**src/rtl/ex_result_buffer.sv**
```systemverilog
// Execute-stage result buffer: FU arbitration, circular FIFO, registered ex_reg.
// Define EXBUF_BYPASS_EN to let an empty FIFO forward straight to ex_reg.
package ex_pkg;
  typedef struct packed {
    logic        valid;
    logic [5:0]  Tag;
    logic        take_branch;
    logic [31:0] NPC;
    logic [31:0] alu_result;
  } EX_PACKET;
endpackage

module ex_result_buffer
  import ex_pkg::*;
#(
  parameter int DEPTH  = 4,
  parameter int NUM_FU = 2
) (
  input  logic                   clock,
  input  logic                   reset,
  input  logic                   squash,
  input  EX_PACKET               fu_packet [NUM_FU],
  output logic [NUM_FU-1:0]      fu_ready,
  output EX_PACKET               ex_reg,
  output logic [$clog2(DEPTH):0] occupancy
);

  localparam int AW = $clog2(DEPTH);
  localparam int CW = AW + 1;
  localparam int PW = (NUM_FU > 2) ? 2 : 1;
`ifdef EXBUF_BYPASS_EN
  localparam bit BYP_EN = 1'b1;
`else
  localparam bit BYP_EN = 1'b0;
`endif

  EX_PACKET      mem_q [DEPTH];
  EX_PACKET      mem_d [DEPTH];
  logic [AW-1:0] head_q, head_d;
  logic [AW-1:0] tail_q, tail_d;
  logic [CW-1:0] count_q, count_d;
  logic [PW-1:0] rr_q, rr_d;
  EX_PACKET      ex_reg_q, ex_reg_d;

  // Position of a port in the cyclic order that starts at rr.
  function automatic int slot_off(input int port, input int rr);
    return (port - rr + NUM_FU) % NUM_FU;
  endfunction

  // The head slot frees up this cycle when anything is queued.
  always_comb begin : ready_logic
    int free;
    free = DEPTH - int'(count_q) + ((count_q != '0) ? 1 : 0);
    fu_ready = '0;
    for (int j = 0; j < NUM_FU; j++)
      fu_ready[j] = (slot_off(j, int'(rr_q)) < free);
    if (!reset || squash)
      fu_ready = '0;
  end

  always_comb begin : queue_logic
    int   n_enq;
    logic byp_done;
    logic is_byp;
    logic denied;
    mem_d    = mem_q;
    head_d   = head_q;
    tail_d   = tail_q;
    rr_d     = rr_q;
    ex_reg_d = '0;
    n_enq    = 0;
    byp_done = 1'b0;
    is_byp   = 1'b0;
    denied   = 1'b0;
    if (count_q != '0) begin
      ex_reg_d = mem_q[head_q];
      head_d   = head_q + AW'(1);
    end
    for (int k = 0; k < NUM_FU; k++) begin
      for (int j = 0; j < NUM_FU; j++) begin
        if (slot_off(j, int'(rr_q)) == k && fu_packet[j].valid) begin
          if (fu_ready[j]) begin
            is_byp = BYP_EN && (count_q == '0) && !byp_done;
            if (is_byp) begin
              ex_reg_d = fu_packet[j];
              byp_done = 1'b1;
            end else begin
              mem_d[tail_q + AW'(n_enq)] = fu_packet[j];
              n_enq = n_enq + 1;
            end
          end else if (!denied) begin
            rr_d   = PW'(j);
            denied = 1'b1;
          end
        end
      end
    end
    tail_d  = tail_q + AW'(n_enq);
    count_d = CW'(int'(count_q) - ((count_q != '0) ? 1 : 0) + n_enq);
    if (squash) begin
      head_d   = '0;
      tail_d   = '0;
      count_d  = '0;
      rr_d     = '0;
      ex_reg_d = '0;
    end
  end

  always_ff @(posedge clock or negedge reset) begin
    if (!reset) begin
      head_q   <= '0;
      tail_q   <= '0;
      count_q  <= '0;
      rr_q     <= '0;
      ex_reg_q <= '0;
    end else begin
      head_q   <= head_d;
      tail_q   <= tail_d;
      count_q  <= count_d;
      rr_q     <= rr_d;
      ex_reg_q <= ex_reg_d;
    end
  end

  // Payload storage needs no reset; count gates every read.
  always_ff @(posedge clock) begin
    mem_q <= mem_d;
  end

  assign ex_reg    = ex_reg_q;
  assign occupancy = count_q;

endmodule

```
**config.mk**
```make
export PLATFORM = sky130hd
export DESIGN_NAME = ex_result_buffer
export DESIGN_NICKNAME = d
export VERILOG_FILES = /design/src/rtl/ex_result_buffer.sv
export SDC_FILE = /design/constraint.sdc
export NUM_CORES = 1
export LEC_CHECK = 0
export BUFFER_PORTS_ARGS = -buffer_cell sky130_fd_sc_hd__buf_2
export CORE_ASPECT_RATIO = 1.2
export CORE_MARGIN = 2
export CORE_UTILIZATION = 60
export DETAILED_ROUTE_END_ITERATION = 10
export HOLD_SLACK_MARGIN = 0.12
export PLACE_DENSITY = 0.84
export SLEW_MARGIN = 20
export SYNTH_ARGS = -nofsm -noshare
export SYNTH_HDL_FRONTEND = slang
export SYNTH_SLANG_ARGS = --single-unit
```
**constraint.sdc**
```tcl
create_clock -name clock -period 9.27 [get_ports clock]
set_input_delay 0.927 -clock clock [delete_from_list [all_inputs] [get_ports clock]]
set_output_delay 0.927 -clock clock [all_outputs]
set_load 0.01 [all_outputs]
```
==> results of run 1 <==
[layout by cell type, fill, tap and decap left out, types with 3 or more instances in the layout]
cell type,n
and2_1,68
o32ai_1,16
nor2b_1,79
clkinv_2,8
nand4_1,7
dfxtp_1,288
o22ai_1,4
nor4_1,73
nor3_1,4
clkbuf_1,10
and3_1,9
clkbuf_16,39
inv_1,29
a221o_1,147
ha_1,12
nor2_1,16
a21o_1,50
o21a_1,3
mux4_2,72
xnor2_1,8
nand2_1,160
buf_4,18
o2111ai_1,4
a32o_1,49
a21oi_1,26
nand3_1,77
o21ai_0,144
buf_2,222
diode_2,12
dfrtp_1,78
clkbuf_8,6
nand2b_1,5
nor4_4,3
[layout make-up]
cell class,count,area (um^2)
clock inverters,11,72.6
repair buffers,240,1250
well taps,379,474
flip-flops and latches,368,7770
inverters,29,109
diodes,12,30.0
fillers,2087,8630
clock buffers,55,1100
multi-input cells,1090,8480
[power by group through the flow]
stage	Combinational [W]	Clock, W	Sequential [W]
CTS	0.00213	0.00145	0.00242
floorplan	0.00160	0	0.00236
finish	0.00215	0.00145	0.00243
global route	0.00231	0.00152	0.00248
detailed placement	0.00212	0	0.00244
global placement	0.00205	0	0.00242
[cells by family (layout without fill, tap and decap cells)]
group,after synthesis,count (layout)
XOR/XNOR,11,11
adder cells (fa/ha/maj),13,13
other,1,13
buffers and inverters,199,335
flip-flops,368,368
AO/OA/AOI/OAI,467,467
AND/OR/NAND/NOR,522,522
multiplexers,76,76
[cells in the mapped netlist, types with 11 or more instances]
cell,number,share of area (%)
a21o_1,52,2.3
a21oi_1,26,0.77
a221o_1,147,8.7
a32o_1,49,2.9
and2_1,68,2.5
and3_1,11,0.41
buf_2,34,1.0
clkbuf_1,120,2.7
dfrtp_1,80,12
dfxtp_1,288,34
ha_1,12,0.88
inv_1,29,0.64
mux4_2,72,9.5
nand2_1,162,3.6
nand3_1,77,2.3
nor2_1,16,0.35
nor2b_1,79,2.9
nor4_1,73,2.7
o21ai_0,144,4.2
o32ai_1,16,0.83
[worst paths after layout]
kind,from,end,slack (ns),depth (start not counted)
max,occupancy[0]$_DFF_PN0_,mem_q[99]$_DFF_P_,3.02,17
min,reset,ex_reg[55]$_DFF_PN0_,0.39,1
max reg2reg,occupancy[0]$_DFF_PN0_,mem_q[99]$_DFF_P_,3.02,17
min reg2reg,mem_q[71]$_DFF_P_,mem_q[71]$_DFF_P_,0.45,1
max in group asynchronous,reset,ex_reg[39]$_DFF_PN0_,7.78,2
min in group clock,mem_q[71]$_DFF_P_,mem_q[71]$_DFF_P_,0.45,1
[per-layer routing]
metal  part of all wire (%)  up-vias
met4                    3.8        2
met1                     37     7412
met2                     48     1133
li1                       -     6525
met5                  0.025        -
met3                     11      150
[through the flow]
step	util [%]	worst slack, ns	total power (W)
after global routing	69.1	2.67	0.00630
after floorplan	-	4.36	0.00396
after detailed placement	64.8	3.20	0.00456
after global placement	64.8	3.37	0.00447
after CTS	69.0	3.16	0.00600
final	69.1	3.02	0.00603
[critical path: stages, from the launching register on]
cell       delay, ns
dfrtp_1         0.47
inv_1           0.10
ha_1            0.16
ha_1            0.18
inv_1           0.08
ha_1            0.26
nor4b_2         0.43
mux2i_4         0.21
a21oi_4         0.79
buf_4           0.56
o2111ai_1       0.19
o41ai_1         0.12
ha_1            0.35
xnor2_1         0.14
nor2_1          0.16
and3_4          0.83
a21o_4          0.73
a221o_1         0.28
==> impl_results.md, run 1 <==
* Synth Area in Adders at 1.00%
* Initial DRC count at between 1500 and 2000
* 1st-pass router iterations at 5
* I/O pin count at 224
* Max Root-Sink Buffers at 3
* VDD IR max at 0.249 mV
* Setup Viol. Count Final at 0
* Hold crit path type: primary input to async pin
* Post-cts sizing count at 0
* EDFF count, synth at 0
* Layout cells sized above 1 at 22.2%
* Clock Latency Late Sink at 0.53 ns
* Sequential area share after synthesis at 45.7%
* Post-DR wirelength/cell at 23.8 um
* Mux cell area share after synthesis at 9.89%
* Gr busiest metal: met2
* Starting Density at between 60% and 70%
* TNS Setup at 0 ns
* Final Max Slew Viols at 0
* Psw at around 0.0020 W
* Area Overhead vs Synth at 13.5%
* CTS tree: yes
* Routability-driven placement congestion ratio at 0.910
* Via density at 6.97
* Yosys reg bits at 368
* Syn avg cell area at 10.3 um^2
* XOR/XNOR Fraction of Synth Area at 0.648%
* Root buffer cell: clkbuf_16
* Critical path class: flip-flop to flip-flop
* Worst-path clk slew at roughly 0.06 ns
* Sw Ratio at 32.9%
* Total number of H-tree levels at 2
* CP startpoint kind: flip-flop
* Top_reg_cell synth: dfxtp_1
* Vias at 15200
* Crit end category: flip-flop
* Post-Synthesis Cells at 1657
* Post-place instance area at 0.0181 mm^2
* Worst Path Arrival at roughly 6.7 ns
* Number of global-route vias before repair at around 15000
* Outcome: complete, no violations
* Chip height at 188 um
* Post-route clock period utilization at 67.4%
* Cell Area, Synth at about 0.017 mm^2
* HPWL Detailed at 29600 um
* Total CTS buffers at 36
* Cell Int Power at between 0.004 and 0.005 W
* Synth Net Count at 1817
* Post-Place Cells at around 2100
* # hold bufs at CTS at 0
* Max Cap Viol at 0
* Die outline width at about 160 um
* Pwr/cell area at 313 mW/mm^2
* Slew margin rel. at 25.0%
* Complex-gate fraction of the synthesized area at 21.4%
* Largest register FFs at 288
* Reg power frac at 40.3%
* Leakage power at 8.32 nW
* Crit path max fanout at 73
* Num Clock Sinks at 368
* Site Rows at 67
* Routed WL at ~52000 um
* Fin nets at ~1900
* Synth cell types at 70
* Total congestion overflow at 0
* Max frequency at ~0.16 GHz
* DRC viols at 0
* Core area at ~0.028 mm^2
* Gr usage total at 34.7%
* Largest net degree at the start of global routing at 74
* Full die area at between 0.02 and 0.03 mm^2
* Post-route ant nets at 0
* PortBufs at 223
* Final Hold Viols at 0
* RSZ-0062 raised after global routing: no
* Critical path required time at 9.72 ns
* Met1 GRT Util at 45.3%
* Clock Power Share at 24.0%
* Clk_skew at roughly 0.021 ns
* GR Util met2 at between 50% and 60%
* Measured slew at the worst slew-check pin at 1.12 ns
* Initial antenna violation count at 11
* Met3 Usage GRT at 5.86%
* Setup bufs post-CTS at 0
* Final Cell Area at 0.0193 mm^2
* Largest family of logic cells by synthesized area: compound AO/OA/AOI/OAI gates
* Comb power frac at 35.7%
* Async set-reset flop share out of synthesis at 21.7%
* Min Tclk post-route at 6.25 ns
* WHS at 0.386 ns
* Finished Layout Cells at 2184
* Synth Area in Simple Gates at ~16%
* Synth warn at 0
* First-pass GRT wire length at 81800 um
Power figures use the tool's default switching activity.
==> run 2, diff against run 1 <==
--- a/config.mk
+++ b/config.mk
@@ -5,13 +5,14 @@
 export SDC_FILE = /design/constraint.sdc
 export NUM_CORES = 1
 export LEC_CHECK = 0
+export ABC_AREA = 1
 export BUFFER_PORTS_ARGS = -buffer_cell sky130_fd_sc_hd__buf_2
 export CORE_ASPECT_RATIO = 1.2
 export CORE_MARGIN = 2
 export CORE_UTILIZATION = 60
 export DETAILED_ROUTE_END_ITERATION = 10
 export HOLD_SLACK_MARGIN = 0.12
-export PLACE_DENSITY = 0.84
+export PLACE_DENSITY = 0.83
 export SLEW_MARGIN = 20
 export SYNTH_ARGS = -nofsm -noshare
 export SYNTH_HDL_FRONTEND = slang
==> constraint.sdc (replaced) <==
create_clock -name clock -period 6.35 [get_ports clock]
set_input_delay 0.635 -clock clock [delete_from_list [all_inputs] [get_ports clock]]
set_output_delay 0.635 -clock clock [all_outputs]
set_load 0.01 [all_outputs]
==> run 2 against run 1 <==
Net effect: critical path depth up 8; count of clock-buffer cells in the layout up 13; via count up 54%; first-iteration DRC count up 49%; area after synthesis up 23%; hold slack worse by 0.050 ns; largest power group is now combinational cells; core utilization down 2.1 points; sequential share of layout area down 6.9 points; total power up 73%; maximum frequency up 23%.
==> impl_results.md, run 2 <==
* Synth warn at 0 (unchanged)
* Comb power frac at 40.5% (+4.8 points)
* Total number of H-tree levels at 2 (unchanged)
* Min Tclk post-route at 5.09 ns (-1.16 ns)
* Overall Power at 0.0104 W (+73%)
* Post-Synthesis Cells at 3429 (+110%)
* Core area at 0.0347 mm^2 (+24%)
* Crit end category: flip-flop
* Cell Int Power at 0.00625 W (+54%)
* Synth Net Count at 3589 (+98%)
* Initial antenna violation count at 1 (-10)
* Initial DRC count at 2558 (+49%)
* Number of global-route vias before repair at 22500 (+48%)
* DRC viols at 0 (unchanged)
* Area Overhead vs Synth at 10.9%
* Routed WL at 71900 um (+38%)
* Commonest non-fill, non-tap cell in the layout: nand2_1
* Post-synth top cells: nand2_1, o21ai_0, dfxtp_1, a21oi_1, nand3_1
* Layout cells sized above 1 at 10.1% (-12 points)
* Syn avg cell area at 6.12 um^2 (-40%)
* Leakage power at 12.4 nW (+49%)
* Most frequent cells in the layout: nand2_1, o21ai_0, dfxtp_1, a21oi_1, buf_2
* Synth area leader: dfxtp_1
* Critical path class: flip-flop to flip-flop
* Full die area at 0.0365 mm^2 (+23%)
* Post-route clock period utilization at 80.2% (+13 points)
* Measured slew at the worst slew-check pin at 1.19 ns (+0.0605 ns)
* Post-DR wirelength/cell at 18.1 um (-24%)
* Worst-path clk slew at 0.06 ns (about the same)
* I/O pin count at 224 (unchanged)
* TNS Setup at 0 ns (unchanged)
* Psw at 0.00418 W (+110%)
* Yosys reg bits at 368 (unchanged)
* Starting Density at 60.4% (-0.44 points)
* HPWL Detailed at 38000 um (+28%)
* Async set-reset flop share out of synthesis at 21.7% (unchanged)
* Synth top area cells: dfxtp_1, nand2_1, dfrtp_1
* Final Max Slew Viols at 0 (unchanged)
* Max frequency at 0.196 GHz (+23%)
* Fin nets at 3637 (+89%)
* Sequential area share after synthesis at 37.0% (-8.7 points)
* Fin util at 67.0% (-2.1 points)
* Num Clock Sinks at 368 (unchanged)
* Via density at 5.89 (-15%)
* Outcome: complete, no violations
* Total congestion overflow at 0 (unchanged)
* Top_reg_cell synth: dfxtp_1
* Chip height at 209 um (+11%)
* Post-route ant nets at 0 (unchanged)
* Die outline width at 175 um (+11%)
* PortBufs at 223 (unchanged)
* Root buffer cell: clkbuf_16
* Site Rows at 75 (+12%)
* Total CTS buffers at 39 (+8.3%)
* Hold crit path type: primary input to flip-flop
* Count leader, synth: nand2_1
* Worst Path Arrival at 5.53 ns (-1.18 ns)
* Critical path required time at 6.79 ns (-2.93 ns)
* CP startpoint kind: flip-flop
* Max Root-Sink Buffers at 3 (unchanged)
* Post-cts sizing count at 0 (unchanged)
* Sw Ratio at 40.1% (+7.1 points)
* Reg power frac at 37.5% (-2.8 points)
* Cell Area, Synth at 0.0210 mm^2 (+23%)
* Largest register FFs at 288 (unchanged)
* Clk_skew at 0.0113 ns (-0.00985 ns)
* Crit path max fanout at 49 (-33%)
* Ant. Diodes at 0 (-12)
* VDD IR max at 0.225 mV (-9.4%)
* Vias at 23400 (+54%)
* Gr usage total at 38.5% (+3.7 points)
* First-pass GRT wire length at 113000 um (+39%)
* EDFF count, synth at 0 (unchanged)
* Final Hold Viols at 0 (unchanged)
* Max Cap Viol at 0 (unchanged)
* Pwr/cell area at 448 mW/mm^2 (+43%)
* RSZ-0062 raised after global routing: no
* Reg2Reg Setup Slack at 1.26 ns (-1.76 ns)
* Clock Power Share at 22.1% (-1.9 points)
* Slew margin rel. at 21.0% (-4.0 points)
* Synth cell types at 33 (-53%)
* Largest net degree at the start of global routing at 112 (+51%)
* Share of the synthesized area in the top cell type at 27.5% (-6.5 points)
* Clock Latency Late Sink at 0.54 ns (about the same)
* Setup Viol. Count Final at 0 (unchanged)
* CTS tree: yes
* 1st-pass router iterations at 9 (+4)
* Routability-driven placement congestion ratio at 0.872 (-4.1%)
## run 2: cell types whose count changed after synthesis, moves of 49 or more
cell,change
a32o_1,-49
a221o_1,-147
and2_1,-68
nand2_1,+1328
nor4_1,-73
nor2b_1,-79
o21ai_0,+170
nor2_1,+185
mux4_2,-72
a21o_1,-52
nand3_1,+136
a21oi_1,+213
o21bai_1,+70
inv_1,+180
## run 2: worst max-delay path: stages (launching register included)
cell     delay [ns]
dfrtp_1        0.45
inv_1          0.07
ha_1           0.20
ha_1           0.20
inv_1          0.15
ha_1           0.21
nand2_1        0.08
nor2_1         0.10
nand2_1        0.06
nand2_1        0.08
inv_2          0.04
nand3_1        0.08
nand4_1        0.19
nand2_1        0.17
ha_1           0.18
xor2_1         0.44
inv_1          0.19
nand3_2        0.13
inv_2          0.26
nor2_4         0.15
buf_4          0.46
inv_2          0.60
nand2_1        0.21
nand3_1        0.10
nand2_1        0.12
inv_1          0.05
## run 2: repair_timing
| item | CTS | global route |
|---|---|---|
| hold buffers | 1 | 0 |
| endpoints found under the setup margin | 0 | 0 |
| endpoints found under the hold margin | 28 | 0 |
| setup buffers | 0 | 0 |
## run 2: logic make-up (layout without fill, tap and decap cells)
kind of cell | Yosys count | count (layout) | share of synthesized area, %
adders and majority gates | 13 | 13 | 0.811
DFF | 368 | 368 | 37.0
AOI/OAI and AO/OA | 630 | 630 | 16.0
xor gates and xnor gates | 7 | 7 | 0.292
buffers and inverters | 467 | 545 | 9.13
other | 1 | 1 | 0.0179
and+or+nand+nor | 1943 | 1943 | 36.7
## run 2: routing by layer
| metal | vias to the layer above | global-route usage (%) | part of all wire [%] | routed length, um |
|---|---|---|---|---|
| met5 | - | 0 | 0 | 0 |
| met4 | 0 | 24.4 | 6.3 | 4520 |
| met3 | 392 | 7.64 | 12 | 8600 |
| met2 | 1608 | 63.9 | 46 | 32800 |
| met1 | 10500 | 45.5 | 36 | 26000 |
| li1 | 10900 | - | - | - |
## run 2: through the flow
| stage | worst slack [ns] | hold WS, ns | cell area [um^2] | instances |
|---|---|---|---|---|
| after floorplan | 2.69 | 0.339 | 21000 | 3429 |
| final | 1.26 | 0.336 | 23300 | 3969 |
| after CTS | 1.37 | 0.328 | 23200 | 3968 |
| after global routing | 0.862 | 0.348 | 23300 | 3969 |
| after detailed placement | 1.42 | 0.447 | 22000 | 3896 |
| after global placement | 1.40 | 0.436 | 22000 | 3896 |
## run 2: path summary, 6_finish.rpt
| kind | from | endpoint | depth (start not counted) |
|---|---|---|---|
| hold reg to reg | mem_q[215]$_DFF_P_ | mem_q[215]$_DFF_P_ | 2 |
| hold / removal | fu_packet[4] | mem_q[76]$_DFF_P_ | 3 |
| min in group asynchronous | reset | ex_reg[60]$_DFF_PN0_ | 2 |
| setup / recovery | occupancy[0]$_DFF_PN0_ | mem_q[230]$_DFF_P_ | 25 |
| setup reg to reg | occupancy[0]$_DFF_PN0_ | mem_q[230]$_DFF_P_ | 25 |
| max in group asynchronous | reset | head_q[1]$_DFFE_PN0P_ | 3 |
## run 2: power groups by stage
| stage | logic (W) | registers, W | clock network (W) |
|---|---|---|---|
| 6_report | 0.00422 | 0.00391 | 0.00230 |
| 5_1_grt | 0.00483 | 0.00400 | 0.00239 |
| 4_1_cts | 0.00415 | 0.00389 | 0.00230 |
| 3_5_place_dp | 0.00412 | 0.00393 | 0 |
| 3_3_place_gp | 0.00395 | 0.00389 | 0 |
| 2_1_floorplan | 0.00304 | 0.00383 | 0 |
## run 2: layout make-up
| class | instances | area (um^2) |
|---|---|---|
| Multi-Input combinational cell | 2594 | 11500 |
| Clock buffer | 68 | 1260 |
| Inverter | 226 | 857 |
| Tap cell | 462 | 578 |
| Sequential cell | 368 | 7770 |
| Timing Repair Buffer | 248 | 1320 |
| Clock inverter | 3 | 15.0 |
| Fill cell | 3126 | 11500 |
